[src/rtl/lvds_rx_phase_ctrl.sv]
// LVDS 7:1 receive PLL phase calibration sequencer.
// Resets the PLL, sweeps psda, then centres on the widest passing window.
module lvds_rx_phase_ctrl #(
  parameter int         RST_CYCLES    = 16,
  parameter int         LOCK_TIMEOUT  = 65535,
  parameter int         SETTLE_CYCLES = 64,
  parameter int         SAMPLE_WORDS  = 32,
  parameter logic [6:0] TRAIN_PATTERN = 7'b1100011,
  parameter int         MIN_WIN       = 3,
  parameter logic [3:0] DUTY_CODE     = 4'b1000
) (
  input  logic       clk,
  input  logic       rst_n,
  input  logic       start,
  input  logic       pll_lock,
  output logic       pll_reset,
  output logic [3:0] psda,
  output logic [3:0] dutyda,
  output logic [3:0] fdly,
  input  logic [6:0] rx_data,
  input  logic       rx_valid,
  output logic       busy,
  output logic       aligned,
  output logic       fail,
  output logic [3:0] win_start,
  output logic [4:0] win_len
);

  typedef enum logic [2:0] {
    IDLE, PLL_RST, WAIT_LOCK, SETTLE,
    SAMPLE, EVAL, DONE, FAILED
  } state_t;

  localparam logic [31:0] RST_END = 32'(RST_CYCLES - 1);
  localparam logic [31:0] TMO_END = 32'(LOCK_TIMEOUT - 1);
  localparam logic [31:0] STL_END = 32'(SETTLE_CYCLES - 1);
  localparam logic [31:0] SMP_END = 32'(SAMPLE_WORDS - 1);
  localparam logic [31:0] EVL_END = 32'd16;
  localparam logic [4:0]  MIN_LEN = 5'(MIN_WIN);

  state_t      state, nxt;
  logic [31:0] cnt;
  logic [15:0] pass_map;
  logic [3:0]  phase;
  logic        lock_s1, lock_sync;
  logic        mismatch, word_end;
  logic [15:0] rot;
  logic [4:0]  run_len;
  logic        run_on;

  assign dutyda   = DUTY_CODE;
  assign fdly     = 4'b0000;
  assign mismatch = rx_data != TRAIN_PATTERN;
  assign word_end = rx_valid && (mismatch || cnt == SMP_END);

  // Length of the run of ones starting at bit cnt, wrapping past bit 15.
  always_comb begin
    rot     = 16'({pass_map, pass_map} >> cnt[3:0]);
    run_len = '0;
    run_on  = 1'b1;
    for (int i = 0; i < 16; i++) begin
      run_on  = run_on & rot[i];
      run_len = run_len + {4'b0, run_on};
    end
  end

  always_comb begin
    nxt = state;
    case (state)
      IDLE:
        if (start) nxt = PLL_RST;
      PLL_RST:
        if (cnt == RST_END) nxt = WAIT_LOCK;
      WAIT_LOCK:
        if (lock_sync) nxt = SETTLE;
        else if (cnt == TMO_END) nxt = FAILED;
      SETTLE:
        if (!lock_sync) nxt = PLL_RST;
        else if (cnt == STL_END) nxt = SAMPLE;
      SAMPLE:
        if (!lock_sync) nxt = PLL_RST;
        else if (word_end) nxt = (phase == 4'd15) ? EVAL : SETTLE;
      EVAL:
        if (cnt == EVL_END) nxt = (win_len < MIN_LEN) ? FAILED : DONE;
      DONE:
        if (!lock_sync || start) nxt = PLL_RST;
      FAILED:
        if (start) nxt = PLL_RST;
      default:
        nxt = IDLE;
    endcase
  end

  always_ff @(posedge clk or negedge rst_n) begin
    if (!rst_n) begin
      lock_s1   <= 1'b0;
      lock_sync <= 1'b0;
      state     <= IDLE;
      cnt       <= '0;
      pass_map  <= '0;
      phase     <= '0;
      pll_reset <= 1'b1;
      psda      <= '0;
      busy      <= 1'b0;
      aligned   <= 1'b0;
      fail      <= 1'b0;
      win_start <= '0;
      win_len   <= '0;
    end else begin
      lock_s1   <= pll_lock;
      lock_sync <= lock_s1;
      state     <= nxt;
      pll_reset <= nxt inside {IDLE, PLL_RST, FAILED};
      busy      <= !(nxt inside {IDLE, DONE, FAILED});
      aligned   <= nxt == DONE;
      fail      <= nxt == FAILED;

      if (nxt != state) cnt <= '0;
      else if (state != SAMPLE || rx_valid) cnt <= cnt + 32'd1;

      if (nxt == PLL_RST) begin
        pass_map  <= '0;
        phase     <= '0;
        psda      <= '0;
        win_start <= '0;
        win_len   <= '0;
      end

      if (state == SAMPLE && (nxt == SETTLE || nxt == EVAL)) begin
        pass_map[phase] <= !mismatch;
        if (phase != 4'd15) begin
          phase <= phase + 4'd1;
          psda  <= phase + 4'd1;
        end
      end

      // Strict compare keeps the smallest start on ties.
      if (state == EVAL && cnt < EVL_END && run_len > win_len) begin
        win_start <= cnt[3:0];
        win_len   <= run_len;
      end

      if (state == EVAL && nxt == DONE)
        psda <= win_start + win_len[4:1];

      if (nxt == FAILED) begin
        psda <= '0;
        if (state == EVAL) win_start <= '0;
      end
    end
  end

endmodule

[config.mk]
export PLATFORM = sky130hd
export DESIGN_NAME = lvds_rx_phase_ctrl
export DESIGN_NICKNAME = d
export VERILOG_FILES = /design/src/rtl/lvds_rx_phase_ctrl.sv
export SDC_FILE = /design/constraint.sdc
export NUM_CORES = 1
export LEC_CHECK = 0
export ABC_CLOCK_PERIOD_IN_PS = 8200
export BUFFER_PORTS_ARGS = -buffer_cell sky130_fd_sc_hd__clkbuf_2
export CAP_MARGIN = 20
export CORE_MARGIN = 3
export CORE_UTILIZATION = 62
export CTS_CLUSTER_SIZE = 30
export DETAILED_ROUTE_END_ITERATION = 10
export GPL_TIMING_DRIVEN = 0
export PLACE_DENSITY = 0.84
export RECOVER_POWER = 25
export SLEW_MARGIN = 30
export SYNTH_ARGS = -nofsm -noshare
export SYNTH_HDL_FRONTEND = slang
export SYNTH_SLANG_ARGS = --single-unit
[constraint.sdc]
create_clock -name clk -period 8.2 [get_ports clk]
set_input_delay 0.41 -clock clk [delete_from_list [all_inputs] [get_ports clk]]
set_output_delay 0.41 -clock clk [all_outputs]
set_load 0.1 [all_outputs]
==> impl_metrics.xml, run 1 <==
<?xml version="1.0" encoding="UTF-8"?>
<metrics>
  <group name="clock_network">
    <metric name="clockBufferDepth" unit="">2</metric>
    <metric name="tritoncts_clock_tree" unit="">yes</metric>
    <metric name="clkTransAtPathRegs" unit="ns">0.08</metric>
    <metric name="clock_insertion_delay_worst_skew" unit="ns">0.36</metric>
    <metric name="clk_root_buffer_cell" unit="">clkbuf_8</metric>
    <metric name="h-tree-depth" unit="">3</metric>
    <metric name="cts_hold_repair.buffers" unit="">0</metric>
    <metric name="number_of_sinks_handled_by_clock_tree_synthesis" unit="">74</metric>
    <metric name="cts_buffers" unit="">9</metric>
  </group>
  <group name="pwr">
    <metric name="power.share.switching" unit="%">42.7</metric>
    <metric name="net_switching_power_of_the_design" unit="mW">0.466</metric>
    <metric name="combPwrFrac" unit="%">39.7</metric>
    <metric name="leakage" unit="nW">2.80</metric>
    <metric name="max-vdd-ir-drop" unit="mV">0.243</metric>
    <metric name="share_clk_of_total_power" unit="%">24.1</metric>
    <metric name="internal_power_of_the_cells" unit="mW">0.625</metric>
    <metric name="p_seq_share" unit="%">36.2</metric>
    <metric name="p_per_area" unit="nW/um^2">176</metric>
  </group>
  <group name="drt">
    <metric name="post-route-drc-count" unit="">0</metric>
    <metric name="routed_via_density" unit="">6.46</metric>
    <metric name="antenna_left" unit="">0</metric>
    <metric name="detail_route.iter0.violations" unit="">365</metric>
    <metric name="routed_wl" unit="microns">13200</metric>
    <metric name="detailroute.via_count" unit="">4825</metric>
    <metric name="drt_first_pass_iters" unit="">5</metric>
    <metric name="wl_per_cell" unit="microns">17.7</metric>
  </group>
  <group name="final_layout">
    <metric name="post-route-cell-area" unit="sq um">6190</metric>
    <metric name="layout_common_cells" unit="">73 x dfrtp_1, 67 x nor2_1, 39 x nand2_1, 36 x nand3_1, 31 x inv_1</metric>
    <metric name="final_net_count" unit="">677</metric>
    <metric name="register_area" unit="sq um">1850</metric>
    <metric name="fillCellCount" unit="">677</metric>
    <metric name="postLayoutCoreUtil" unit="%">70.3</metric>
    <metric name="layout-drive-gt1-share" unit="%">15.8</metric>
    <metric name="layout.cells.most_common" unit="">dfrtp_1</metric>
    <metric name="multi_input_area" unit="sq um">3490</metric>
    <metric name="count_of_inserted_antenna_diode_cells" unit="">0</metric>
    <metric name="areaGrowthSynthToFinish" unit="%">8.66</metric>
  </group>
  <group name="grt">
    <metric name="global_route_wire_length_before_repair" unit="microns">22100</metric>
    <metric name="vias_in_the_first_global_route" unit="">4605</metric>
    <metric name="grt_antenna_before_repair" unit="">0</metric>
    <metric name="globalRouteTotalUtil" unit="%">26.9</metric>
    <metric name="grt_max_degree" unit="">43</metric>
    <metric name="globalRouteOverflowTotal" unit="">0</metric>
  </group>
  <group name="sta">
    <metric name="rsz0062_at_grt" unit="">no</metric>
    <metric name="timing.final.hold_violations" unit="">0</metric>
    <metric name="max_slew.worst_pin.slew" unit="ns">2.17</metric>
    <metric name="fin_tns_setup" unit="ns">0</metric>
    <metric name="fin_worst_hold_slack" unit="ns">0.153</metric>
    <metric name="relSlewSlack" unit="%">-44.5</metric>
    <metric name="finClkSkew" unit="ns">0.0105</metric>
    <metric name="timing.fmax" unit="MHz">131</metric>
    <metric name="drv_slew" unit="">77</metric>
    <metric name="setup_viol_count_final" unit="">0</metric>
    <metric name="minimum_clock_period_after_layout" unit="ns">7.61</metric>
    <metric name="final.period_utilization" unit="%">92.8</metric>
  </group>
  <group name="synthesis">
    <metric name="postSynthCellCount" unit="">588</metric>
    <metric name="synth_area" unit="sq um">5700</metric>
    <metric name="number_of_synthesized_flops_with_an_enable_pin" unit="">0</metric>
    <metric name="post_synth_num_cell_types" unit="">63</metric>
    <metric name="synth.ff_latch_count" unit="">74</metric>
    <metric name="syn-mean-instance-area" unit="sq um">9.69</metric>
    <metric name="synth_warn" unit="">0</metric>
    <metric name="synth-seq-area-share" unit="%">32.5</metric>
    <metric name="yosys_most_used_dff" unit="">dfrtp_1</metric>
    <metric name="async_flop_share" unit="%">100</metric>
  </group>
  <group name="worst_hold_path">
    <metric name="min_to" unit="">lock_s1$_DFF_PN0_</metric>
    <metric name="hold_path_startpoint" unit="">pll_lock</metric>
    <metric name="min_path_type" unit="">in -&gt; reg</metric>
    <metric name="worstHoldPathCells" unit="">1</metric>
  </group>
  <group name="floorplanning">
    <metric name="core_area" unit="sq um">8810</metric>
    <metric name="floorplan.die.width" unit="microns">102</metric>
    <metric name="initial_utilization" unit="%">64.7</metric>
    <metric name="dieHeight" unit="microns">102</metric>
    <metric name="row_count" unit="">34</metric>
    <metric name="boundaryPins" unit="">37</metric>
    <metric name="die-area" unit="sq um">10400</metric>
  </group>
  <group name="place">
    <metric name="portBuffers" unit="">28</metric>
    <metric name="detailedPlacementHpwl" unit="microns">10000</metric>
    <metric name="globalplace.congestion" unit="">0.965</metric>
    <metric name="place_area" unit="sq um">6020</metric>
  </group>
  <group name="setup_path">
    <metric name="critical_path.reg2reg.endpoint" unit="">win_start[0]$_DFF_PN0_</metric>
    <metric name="timing_worst_setup_path_type" unit="">reg -&gt; reg</metric>
    <metric name="critical_path.max_fanout" unit="">10</metric>
    <metric name="worst-r2r-setup-slack" unit="ns">0.59</metric>
    <metric name="reg2reg_start" unit="">cnt[0]$_DFFE_PN0P_</metric>
    <metric name="worst-endpoint-required" unit="ns">8.46</metric>
    <metric name="ff2ff_path_depth" unit="">27</metric>
    <metric name="end_kind" unit="">register</metric>
    <metric name="wp_data_arrival" unit="ns">7.87</metric>
    <metric name="start_kind" unit="">register</metric>
  </group>
  <group name="run">
    <metric name="maxcap_viol_count" unit="">2</metric>
  </group>
  <group name="status">
    <metric name="run_status" unit="">complete, but fails checks</metric>
    <metric name="violations" unit="">capacitance limit, slew limit</metric>
  </group>
</metrics>
## synth_stat cells (14+ instances only)
| master | n | area, sq um |
|---|---|---|
| xnor2_1 | 16 | 140 |
| mux2i_1 | 24 | 240 |
| o21ai_0 | 28 | 140 |
| clkbuf_1 | 14 | 52.6 |
| nor2_1 | 67 | 251 |
| mux4_1 | 15 | 394 |
| a21oi_1 | 20 | 100 |
| ha_1 | 20 | 250 |
| nand2_1 | 39 | 146 |
| dfrtp_1 | 73 | 1830 |
| inv_1 | 31 | 116 |
| nand3_1 | 36 | 180 |
| xor2_1 | 22 | 193 |
| nand4_1 | 14 | 87.6 |
## layout make-up
type	count	area share, %
Timing Repair Buffer	29	2.30
Inverter	31	1.88
Buffer	39	4.39
Multi-Input combinational cell	450	56.4
Sequential cell	74	29.9
Tap cell	108	2.18
Clock inverter	6	0.647
Clock buffer	10	2.22
## flip-flops by register name (all words and copies together), names as in the netlist
register	flops
busy	1
pll_reset	1
aligned	1
psda	4
pass_map	16
fail	1
phase	4
lock_sync	1
cnt	32
state	3
lock_s1	1
win_start	4
win_len	5
## metrics by stage
stage          worst slack, ns  cells  total power [mW]
2_1_floorplan             1.02    594             0.722
3_3_place_gp             0.489    730             0.813
3_5_place_dp             0.386    731             0.826
4_1_cts                  0.341    747              1.09
5_1_grt                  0.154    747              1.15
6_report                 0.593    747              1.09
## worst max path at each step
stage / slack [ns] / endpoint / depth (start not counted) / from
after detailed placement: 0.39 / win_start[0]$_DFF_PN0_ / 26 / cnt[0]$_DFFE_PN0P_
after global routing: 0.15 / win_start[0]$_DFF_PN0_ / 26 / cnt[0]$_DFFE_PN0P_
after CTS: 0.34 / win_start[0]$_DFF_PN0_ / 26 / cnt[0]$_DFFE_PN0P_
after floorplan: 1.02 / win_start[1]$_DFF_PN0_ / 26 / cnt[0]$_DFFE_PN0P_
after global placement: 0.49 / win_start[1]$_DFF_PN0_ / 26 / cnt[0]$_DFFE_PN0P_
final: 0.59 / win_start[0]$_DFF_PN0_ / 27 / cnt[0]$_DFFE_PN0P_
## power by group through the flow
stage | sequential [mW] | combinational, mW | clock (mW)
after global routing | 0.397 | 0.470 | 0.280
after CTS | 0.394 | 0.427 | 0.266
after detailed placement | 0.401 | 0.425 | 0
final | 0.396 | 0.433 | 0.263
after floorplan | 0.431 | 0.291 | 0
after global placement | 0.401 | 0.412 | 0
## metal layers
layer	GRT usage (%)	vias to the layer above	wire length, microns
met5	4.81	-	62
met4	8.58	2	255
met3	5.46	36	987
met2	43.2	211	6240
met1	36.7	2358	5650
li1	-	2218	-
## critical path: stages (launching register included)
cell	delay, ns
dfrtp_1	0.44
buf_6	0.17
clkbuf_8	0.17
mux4_1	0.28
mux4_1	0.26
and3_4	0.20
o211a_4	0.16
and2_4	0.16
o211ai_4	0.08
or2_1	0.25
buf_6	0.13
or4_1	0.55
fa_1	0.55
inv_1	0.05
fa_1	0.44
fa_1	0.51
fa_1	0.42
ha_1	0.22
fa_1	0.40
a21oi_1	0.15
nor2b_1	0.09
ha_1	0.30
and3_1	0.19
a31o_2	0.27
nor4_4	0.37
clkbuf_1	0.41
nor2_1	0.07
a211oi_1	0.19
## cells by family after synthesis
logic type,count (synthesis),synth area share [%]
buf+inv,70,6.81
flops,74,32.5
simple gates,225,20.4
fa+ha+maj,31,8.26
mux,51,14.7
other cells,2,0.132
xor+xnor,38,5.84
compound gates,97,11.3
## what timing repair did
item | 4_1_cts | 5_1_grt
endpoints found under the setup margin | 0 | 2
buffers inserted | 0 | 0
gates resized for setup | 0 | 1
Power figures use the tool's default switching activity.
==> run 2: changes to the inputs <==
--- a/config.mk
+++ b/config.mk
@@ -5,15 +5,15 @@
 export SDC_FILE = /design/constraint.sdc
 export NUM_CORES = 1
 export LEC_CHECK = 0
-export ABC_CLOCK_PERIOD_IN_PS = 8200
+export ABC_CLOCK_PERIOD_IN_PS = 9400
 export BUFFER_PORTS_ARGS = -buffer_cell sky130_fd_sc_hd__clkbuf_2
 export CAP_MARGIN = 20
 export CORE_MARGIN = 3
-export CORE_UTILIZATION = 62
+export CORE_UTILIZATION = 55
 export CTS_CLUSTER_SIZE = 30
 export DETAILED_ROUTE_END_ITERATION = 10
 export GPL_TIMING_DRIVEN = 0
-export PLACE_DENSITY = 0.84
+export PLACE_DENSITY = 0.76
 export RECOVER_POWER = 25
 export SLEW_MARGIN = 30
 export SYNTH_ARGS = -nofsm -noshare
==> constraint.sdc (replaced) <==
create_clock -name clk -period 9.4 [get_ports clk]
set_input_delay 0.47 -clock clk [delete_from_list [all_inputs] [get_ports clk]]
set_output_delay 0.47 -clock clk [all_outputs]
set_load 0.1 [all_outputs]
==> run 2 against run 1 <==
  * The run still ends with capacitance limit, slew limit left
  * Count of clock-buffer cells in the layout increased by 1
  * Via count decreased by 2.9%
  * Clock skew increased by 0.0031 ns
  * Critical path depth decreased by 1
  * Routed wire length increased by 0.35%
  * Highest routed layer is now met4
==> impl_metrics.xml, run 2 (synthesis results as in run 1) <==
<?xml version="1.0" encoding="UTF-8"?>
<metrics>
  <group name="status">
    <metric name="run_status" unit="">complete, but fails checks</metric>
    <metric name="violations" unit="">capacitance limit, slew limit</metric>
  </group>
  <group name="clock_network">
    <metric name="clockBufferDepth" unit="">2</metric>
    <metric name="clk_root_buffer_cell" unit="">clkbuf_8</metric>
    <metric name="post_cts_resized" unit="">0</metric>
    <metric name="h-tree-depth" unit="">3</metric>
    <metric name="setup_bufs_post_cts" unit="">0</metric>
    <metric name="clock_insertion_delay_worst_skew" unit="ns">0.36</metric>
    <metric name="cts_buffers" unit="">9</metric>
    <metric name="tritoncts_clock_tree" unit="">yes</metric>
    <metric name="cts_hold_repair.buffers" unit="">0</metric>
    <metric name="number_of_sinks_handled_by_clock_tree_synthesis" unit="">74</metric>
    <metric name="clkTransAtPathRegs" unit="ns">0.08</metric>
  </group>
  <group name="setup_path">
    <metric name="critical_path.max_fanout" unit="">10</metric>
    <metric name="crit_path_top_delay_cell" unit="">or4_1</metric>
    <metric name="critical_path.reg2reg.endpoint" unit="">win_start[0]$_DFF_PN0_</metric>
    <metric name="critical-path-top-delay-family" unit="">adder cells</metric>
    <metric name="timing.critical_path.buf_inv" unit="">4</metric>
    <metric name="wp_data_arrival" unit="ns">8.05</metric>
    <metric name="ff2ff_path_depth" unit="">26</metric>
    <metric name="start_kind" unit="">register</metric>
    <metric name="worst-endpoint-required" unit="ns">9.67</metric>
    <metric name="timing_worst_setup_path_type" unit="">reg -&gt; reg</metric>
    <metric name="timing.critical_path.slowest_cell_delay" unit="ns">0.56</metric>
    <metric name="end_kind" unit="">register</metric>
    <metric name="worst-r2r-setup-slack" unit="ns">1.62</metric>
    <metric name="crit_top_cell" unit="">fa_1</metric>
    <metric name="reg2reg_start" unit="">cnt[0]$_DFFE_PN0P_</metric>
  </group>
  <group name="place">
    <metric name="portBuffers" unit="">28</metric>
    <metric name="preCtsSetupSlack" unit="ns">1.62</metric>
    <metric name="detailedPlacementHpwl" unit="microns">10100</metric>
    <metric name="place_area" unit="sq um">6050</metric>
    <metric name="globalplace.congestion" unit="">0.935</metric>
  </group>
  <group name="sta">
    <metric name="timing.final.hold_violations" unit="">0</metric>
    <metric name="relSlewSlack" unit="%">-36.8</metric>
    <metric name="fin_tns_setup" unit="ns">0</metric>
    <metric name="rsz0062_at_grt" unit="">no</metric>
    <metric name="final.setup.worst_slack" unit="ns">1.62</metric>
    <metric name="setup_viol_count_final" unit="">0</metric>
    <metric name="max_slew.worst_pin.slew" unit="ns">2.05</metric>
    <metric name="drv_slew" unit="">77</metric>
    <metric name="minimum_clock_period_after_layout" unit="ns">7.78</metric>
    <metric name="finClkSkew" unit="ns">0.0137</metric>
    <metric name="final.period_utilization" unit="%">82.8</metric>
    <metric name="timing.fmax" unit="MHz">128</metric>
  </group>
  <group name="drt">
    <metric name="wl_per_cell" unit="microns">17.2</metric>
    <metric name="post-route-drc-count" unit="">0</metric>
    <metric name="routed_wl" unit="microns">13200</metric>
    <metric name="detail_route.iter0.violations" unit="">377</metric>
    <metric name="routed_via_density" unit="">6.07</metric>
    <metric name="antenna_left" unit="">0</metric>
    <metric name="drt_first_pass_iters" unit="">4</metric>
    <metric name="detailroute.via_count" unit="">4683</metric>
  </group>
  <group name="floorplanning">
    <metric name="die-area" unit="sq um">11600</metric>
    <metric name="floorplan.die.width" unit="microns">108</metric>
    <metric name="core_area" unit="sq um">9910</metric>
    <metric name="dieHeight" unit="microns">108</metric>
    <metric name="row_count" unit="">36</metric>
    <metric name="boundaryPins" unit="">37</metric>
    <metric name="initial_utilization" unit="%">57.5</metric>
  </group>
  <group name="final_layout">
    <metric name="areaGrowthSynthToFinish" unit="%">9.31</metric>
    <metric name="final_net_count" unit="">677</metric>
    <metric name="flip_flop_count_of_the_largest_register_after_layout" unit="">32</metric>
    <metric name="regMostFlops" unit="">cnt</metric>
    <metric name="post-route-cell-area" unit="sq um">6230</metric>
    <metric name="count_of_inserted_antenna_diode_cells" unit="">0</metric>
    <metric name="reg.largest.list" unit="">cnt (32), pass_map (16), win_len (5)</metric>
    <metric name="layout-drive-gt1-share" unit="%">15.5</metric>
    <metric name="postLayoutCoreUtil" unit="%">62.8</metric>
    <metric name="layout.cells.most_common" unit="">dfrtp_1</metric>
    <metric name="layout_common_cells" unit="">73 x dfrtp_1, 67 x nor2_1, 39 x nand2_1, 36 x nand3_1, 31 x inv_1</metric>
  </group>
  <group name="worst_hold_path">
    <metric name="min_path_type" unit="">in -&gt; reg</metric>
    <metric name="hold_path_startpoint" unit="">pll_lock</metric>
    <metric name="min_to" unit="">lock_s1$_DFF_PN0_</metric>
    <metric name="worstHoldPathCells" unit="">1</metric>
  </group>
  <group name="grt">
    <metric name="vias_in_the_first_global_route" unit="">4597</metric>
    <metric name="globalRouteOverflowTotal" unit="">0</metric>
    <metric name="globalRouteTotalUtil" unit="%">24.5</metric>
    <metric name="global_route_wire_length_before_repair" unit="microns">22700</metric>
    <metric name="grt_antenna_before_repair" unit="">0</metric>
    <metric name="grt_max_degree" unit="">39</metric>
  </group>
  <group name="pwr">
    <metric name="pwr_total" unit="mW">0.966</metric>
    <metric name="p_per_area" unit="nW/um^2">155</metric>
    <metric name="leakage" unit="nW">2.80</metric>
    <metric name="max-vdd-ir-drop" unit="mV">0.215</metric>
  </group>
  <group name="run">
    <metric name="maxcap_viol_count" unit="">2</metric>
  </group>
</metrics>
[run 2: final cells by class]
cell class / count / area (sq um)
fill: 850 / 3680
multi-input combinational: 450 / 3480
sequential: 74 / 1850
buffer: 39 / 272
tap: 133 / 166
timing repair buffer: 29 / 143
clock buffer: 11 / 141
inverter: 31 / 116
clock inverter: 4 / 51.3
[run 2: worst reg2reg max path, delay by kind of cell (launching register included)]
family	cells	cell delay (ns)
and+or+nand+nor	8	2.09
buffers and inverters	4	0.79
DFF	1	0.44
adders and majority gates	7	2.84
muxes	2	0.72
AOI/OAI and AO/OA	5	0.83
[run 2: worst max-delay path by stage]
stage,startpoint,endpoint,cells after the start
after floorplan,cnt[0]$_DFFE_PN0P_,win_start[1]$_DFF_PN0_,26
after global placement,cnt[0]$_DFFE_PN0P_,win_start[1]$_DFF_PN0_,26
after detailed placement,cnt[0]$_DFFE_PN0P_,win_start[3]$_DFF_PN0_,26
after CTS,cnt[0]$_DFFE_PN0P_,win_start[3]$_DFF_PN0_,26
after global routing,cnt[0]$_DFFE_PN0P_,win_start[1]$_DFF_PN0_,26
final,cnt[0]$_DFFE_PN0P_,win_start[0]$_DFF_PN0_,26
[run 2: power by group]
| group | leakage (nW) | total, mW | switching (mW) | internal [mW] |
|---|---|---|---|---|
| registers | 1.02 | 0.345 | 0.0129 | 0.332 |
| logic | 1.69 | 0.375 | 0.265 | 0.110 |
| clock network | 0.0958 | 0.246 | 0.117 | 0.129 |
| total | 2.80 | 0.966 | 0.395 | 0.571 |
[run 2: metal layers]
layer  vias to the layer above  global-route usage (%)  routed length [microns]
li1                       2218                       -                        -
met1                      2316                    36.2                     6160
met2                       129                    37.0                     6200
met3                        20                    3.72                      682
met4                         0                    8.39                      200
met5                         -                       0                        0
[run 2: metrics by stage]
stage	hold WS, ns	cells
after floorplan	0.174	594
after global placement	0.332	755
after detailed placement	0.335	756
after CTS	0.114	771
after global routing	0.207	771
final	0.217	771
==> run 3: changes to the inputs <==
--- a/config.mk
+++ b/config.mk
@@ -5,7 +5,7 @@
 export SDC_FILE = /design/constraint.sdc
 export NUM_CORES = 1
 export LEC_CHECK = 0
-export ABC_CLOCK_PERIOD_IN_PS = 9400
+export ABC_CLOCK_PERIOD_IN_PS = 7800
 export BUFFER_PORTS_ARGS = -buffer_cell sky130_fd_sc_hd__clkbuf_2
 export CAP_MARGIN = 20
 export CORE_MARGIN = 3
==> constraint.sdc (replaced) <==
create_clock -name clk -period 7.8 [get_ports clk]
set_input_delay 0.39 -clock clk [delete_from_list [all_inputs] [get_ports clk]]
set_output_delay 0.39 -clock clk [all_outputs]
set_load 0.1 [all_outputs]
==> run 3 against run 2 <==
  * The run still ends with capacitance limit, slew limit left
  * Worst setup slack worse by 1.3 ns
  * Non-clock buffer count grew 4
  * Worst hold slack got worse by 0.082 ns
  * Design area increased by 0.64%
  * Clock power grew 21%
  * Routed wire length is 0.40% higher
  * Fmax is 3.7% higher
  * Clock skew decreased by 0.0015 ns
  * Critical path depth up 1
  * First-iteration DRC count decreased by 14%
  * Die area unchanged
  * Largest cell class unchanged
==> impl_metrics.xml, run 3 (synthesis results as in run 1) <==
<?xml version="1.0" encoding="UTF-8"?>
<metrics>
  <group name="final_layout">
    <metric name="postLayoutCoreUtil" unit="%">63.2</metric>
    <metric name="count_of_inserted_antenna_diode_cells" unit="">0</metric>
    <metric name="layout_common_cells" unit="">73 x dfrtp_1, 67 x nor2_1, 39 x nand2_1, 36 x nand3_1, 31 x inv_1</metric>
    <metric name="final_net_count" unit="">681</metric>
    <metric name="reg.largest.list" unit="">cnt (32), pass_map (16), win_len (5)</metric>
    <metric name="areaGrowthSynthToFinish" unit="%">10.0</metric>
    <metric name="layout-drive-gt1-share" unit="%">16.2</metric>
    <metric name="fillCellCount" unit="">844</metric>
    <metric name="flip_flop_count_of_the_largest_register_after_layout" unit="">32</metric>
    <metric name="regMostFlops" unit="">cnt</metric>
    <metric name="layout.cells.most_common" unit="">dfrtp_1</metric>
  </group>
  <group name="clock_network">
    <metric name="clockBufferDepth" unit="">2</metric>
    <metric name="tritoncts_clock_tree" unit="">yes</metric>
    <metric name="clk_root_buffer_cell" unit="">clkbuf_8</metric>
    <metric name="cts_buffers" unit="">9</metric>
    <metric name="h-tree-depth" unit="">3</metric>
    <metric name="number_of_sinks_handled_by_clock_tree_synthesis" unit="">74</metric>
    <metric name="clkTransAtPathRegs" unit="ns">0.08</metric>
    <metric name="clock_insertion_delay_worst_skew" unit="ns">0.36</metric>
    <metric name="cts_hold_repair.buffers" unit="">0</metric>
  </group>
  <group name="floorplanning">
    <metric name="core_area" unit="sq um">9910</metric>
    <metric name="initial_utilization" unit="%">57.5</metric>
    <metric name="dieHeight" unit="microns">108</metric>
    <metric name="row_count" unit="">36</metric>
    <metric name="boundaryPins" unit="">37</metric>
    <metric name="floorplan.die.width" unit="microns">108</metric>
    <metric name="die-area" unit="sq um">11600</metric>
  </group>
  <group name="grt">
    <metric name="grt_antenna_before_repair" unit="">0</metric>
    <metric name="globalRouteTotalUtil" unit="%">24.5</metric>
    <metric name="globalRouteOverflowTotal" unit="">0</metric>
    <metric name="grt_max_degree" unit="">39</metric>
    <metric name="global_route_wire_length_before_repair" unit="microns">22700</metric>
    <metric name="vias_in_the_first_global_route" unit="">4598</metric>
  </group>
  <group name="sta">
    <metric name="timing.fmax" unit="MHz">133</metric>
    <metric name="finClkSkew" unit="ns">0.0121</metric>
    <metric name="minimum_clock_period_after_layout" unit="ns">7.51</metric>
    <metric name="max_slew.worst_pin.slew" unit="ns">2.04</metric>
    <metric name="timing.final.hold_violations" unit="">0</metric>
    <metric name="fin_tns_setup" unit="ns">0</metric>
    <metric name="relSlewSlack" unit="%">-36.0</metric>
    <metric name="rsz0062_at_grt" unit="">no</metric>
    <metric name="fin_worst_hold_slack" unit="ns">0.136</metric>
    <metric name="final.setup.worst_slack" unit="ns">0.292</metric>
    <metric name="drv_slew" unit="">77</metric>
    <metric name="final.period_utilization" unit="%">96.3</metric>
    <metric name="setup_viol_count_final" unit="">0</metric>
  </group>
  <group name="pwr">
    <metric name="share_clk_of_total_power" unit="%">25.6</metric>
    <metric name="combPwrFrac" unit="%">38.7</metric>
    <metric name="pwr_total" unit="mW">1.16</metric>
    <metric name="internal_power_of_the_cells" unit="mW">0.688</metric>
    <metric name="max-vdd-ir-drop" unit="mV">0.259</metric>
    <metric name="p_seq_share" unit="%">35.7</metric>
    <metric name="p_per_area" unit="nW/um^2">186</metric>
    <metric name="power.share.switching" unit="%">40.9</metric>
    <metric name="net_switching_power_of_the_design" unit="mW">0.475</metric>
    <metric name="leakage" unit="nW">2.83</metric>
  </group>
  <group name="status">
    <metric name="run_status" unit="">complete, but fails checks</metric>
    <metric name="violations" unit="">capacitance limit, slew limit</metric>
  </group>
  <group name="place">
    <metric name="portBuffers" unit="">28</metric>
    <metric name="preCtsSetupSlack" unit="ns">0.0180</metric>
    <metric name="detailedPlacementHpwl" unit="microns">10100</metric>
    <metric name="globalplace.congestion" unit="">0.935</metric>
  </group>
  <group name="setup_path">
    <metric name="timing_worst_setup_path_type" unit="">reg -&gt; reg</metric>
    <metric name="worst-endpoint-required" unit="ns">8.05</metric>
    <metric name="end_kind" unit="">register</metric>
    <metric name="ff2ff_path_depth" unit="">27</metric>
    <metric name="worst_setup_path_startpoint" unit="">cnt[0]$_DFFE_PN0P_</metric>
    <metric name="reg2reg_start" unit="">cnt[0]$_DFFE_PN0P_</metric>
    <metric name="start_kind" unit="">register</metric>
    <metric name="critical_path.max_fanout" unit="">10</metric>
    <metric name="wp_data_arrival" unit="ns">7.76</metric>
  </group>
  <group name="worst_hold_path">
    <metric name="worstHoldPathCells" unit="">1</metric>
    <metric name="hold_path_startpoint" unit="">pll_lock</metric>
    <metric name="min_path_type" unit="">in -&gt; reg</metric>
  </group>
  <group name="drt">
    <metric name="routed_via_density" unit="">6.05</metric>
    <metric name="antenna_left" unit="">0</metric>
    <metric name="post-route-drc-count" unit="">0</metric>
    <metric name="routed_wl" unit="microns">13300</metric>
    <metric name="drt_first_pass_iters" unit="">4</metric>
    <metric name="detail_route.iter0.violations" unit="">323</metric>
    <metric name="wl_per_cell" unit="microns">17.2</metric>
    <metric name="detailroute.via_count" unit="">4688</metric>
  </group>
  <group name="run">
    <metric name="maxcap_viol_count" unit="">2</metric>
  </group>
</metrics>
run 3: cell count changes in the layout (fill, tap and decap cells not counted), sizes merged:
cell	delta
buf	+4
run 3: through the flow:
stage | area, sq um | std cells
after CTS | 6250 | 771
final | 6270 | 775
after detailed placement | 6050 | 756
after global placement | 6020 | 755
after global routing | 6270 | 775
after floorplan | 5720 | 594
run 3: repair_timing:
| item | CTS | global route |
|---|---|---|
| setup endpoints to repair | 1 | 7 |
| pin swaps | 0 | 1 |
| buffers inserted | 0 | 4 |
| gates resized for setup | 1 | 2 |
run 3: worst max-delay path, cell delays in order (launching register included):
cell      delay, ns
dfrtp_1        0.44
buf_6          0.18
mux4_1         0.41
mux4_2         0.31
and3_4         0.21
o211a_4        0.17
and2_4         0.17
o211ai_4       0.08
or2_1          0.25
buf_6          0.13
or4_1          0.56
fa_1           0.55
inv_1          0.05
fa_1           0.45
fa_1           0.51
fa_1           0.42
ha_1           0.22
fa_1           0.48
ha_1           0.31
nor2b_1        0.15
o21a_1         0.17
o21ai_0        0.17
nand2b_1       0.08
a21oi_1        0.24
nor4_4         0.05
buf_4          0.18
clkbuf_2       0.19
a22o_1         0.26
run 3: path summary, 6_finish.rpt:
| check | endpoint | slack (ns) |
|---|---|---|
| max reg2reg | win_len[1]$_DFFE_PN0P_ | 0.29 |
| min | lock_s1$_DFF_PN0_ | 0.14 |
| max in group asynchronous | pass_map[4]$_DFF_PN0_ | 4.55 |
| min in group asynchronous | cnt[10]$_DFFE_PN0P_ | 0.54 |
| min reg2reg | lock_sync$_DFF_PN0_ | 0.35 |
| max | win_len[1]$_DFFE_PN0P_ | 0.29 |
run 3: power groups by stage:
| stage | combinational, mW | clock [mW] | sequential [mW] |
|---|---|---|---|
| 3_3_place_gp | 0.440 | 0 | 0.422 |
| 5_1_grt | 0.495 | 0.322 | 0.418 |
| 2_1_floorplan | 0.306 | 0 | 0.453 |
| 3_5_place_dp | 0.445 | 0 | 0.423 |
| 4_1_cts | 0.448 | 0.303 | 0.416 |
| 6_report | 0.450 | 0.297 | 0.416 |
run 3: final cells by class:
type	instances	area, sq um	share of cell area, %
inverters	31	116	1.86
repair buffers	33	173	2.76
plain buffers	39	273	4.35
well taps	133	166	2.66
clock inverters	4	51.3	0.819
multi-input cells	450	3490	55.7
flip-flops and latches	74	1850	29.6
clock buffers	11	141	2.26
run 3: routing by layer:
metal / GRT usage [%] / wire [microns] / up-vias / part of all wire [%]
li1: - / - / 2223 / -
met1: 36.1 / 6090 / 2310 / 46
met2: 37.0 / 6340 / 133 / 48
met3: 3.72 / 658 / 22 / 5.0
met4: 8.39 / 199 / 0 / 1.5
met5: 0 / 0 / - / 0
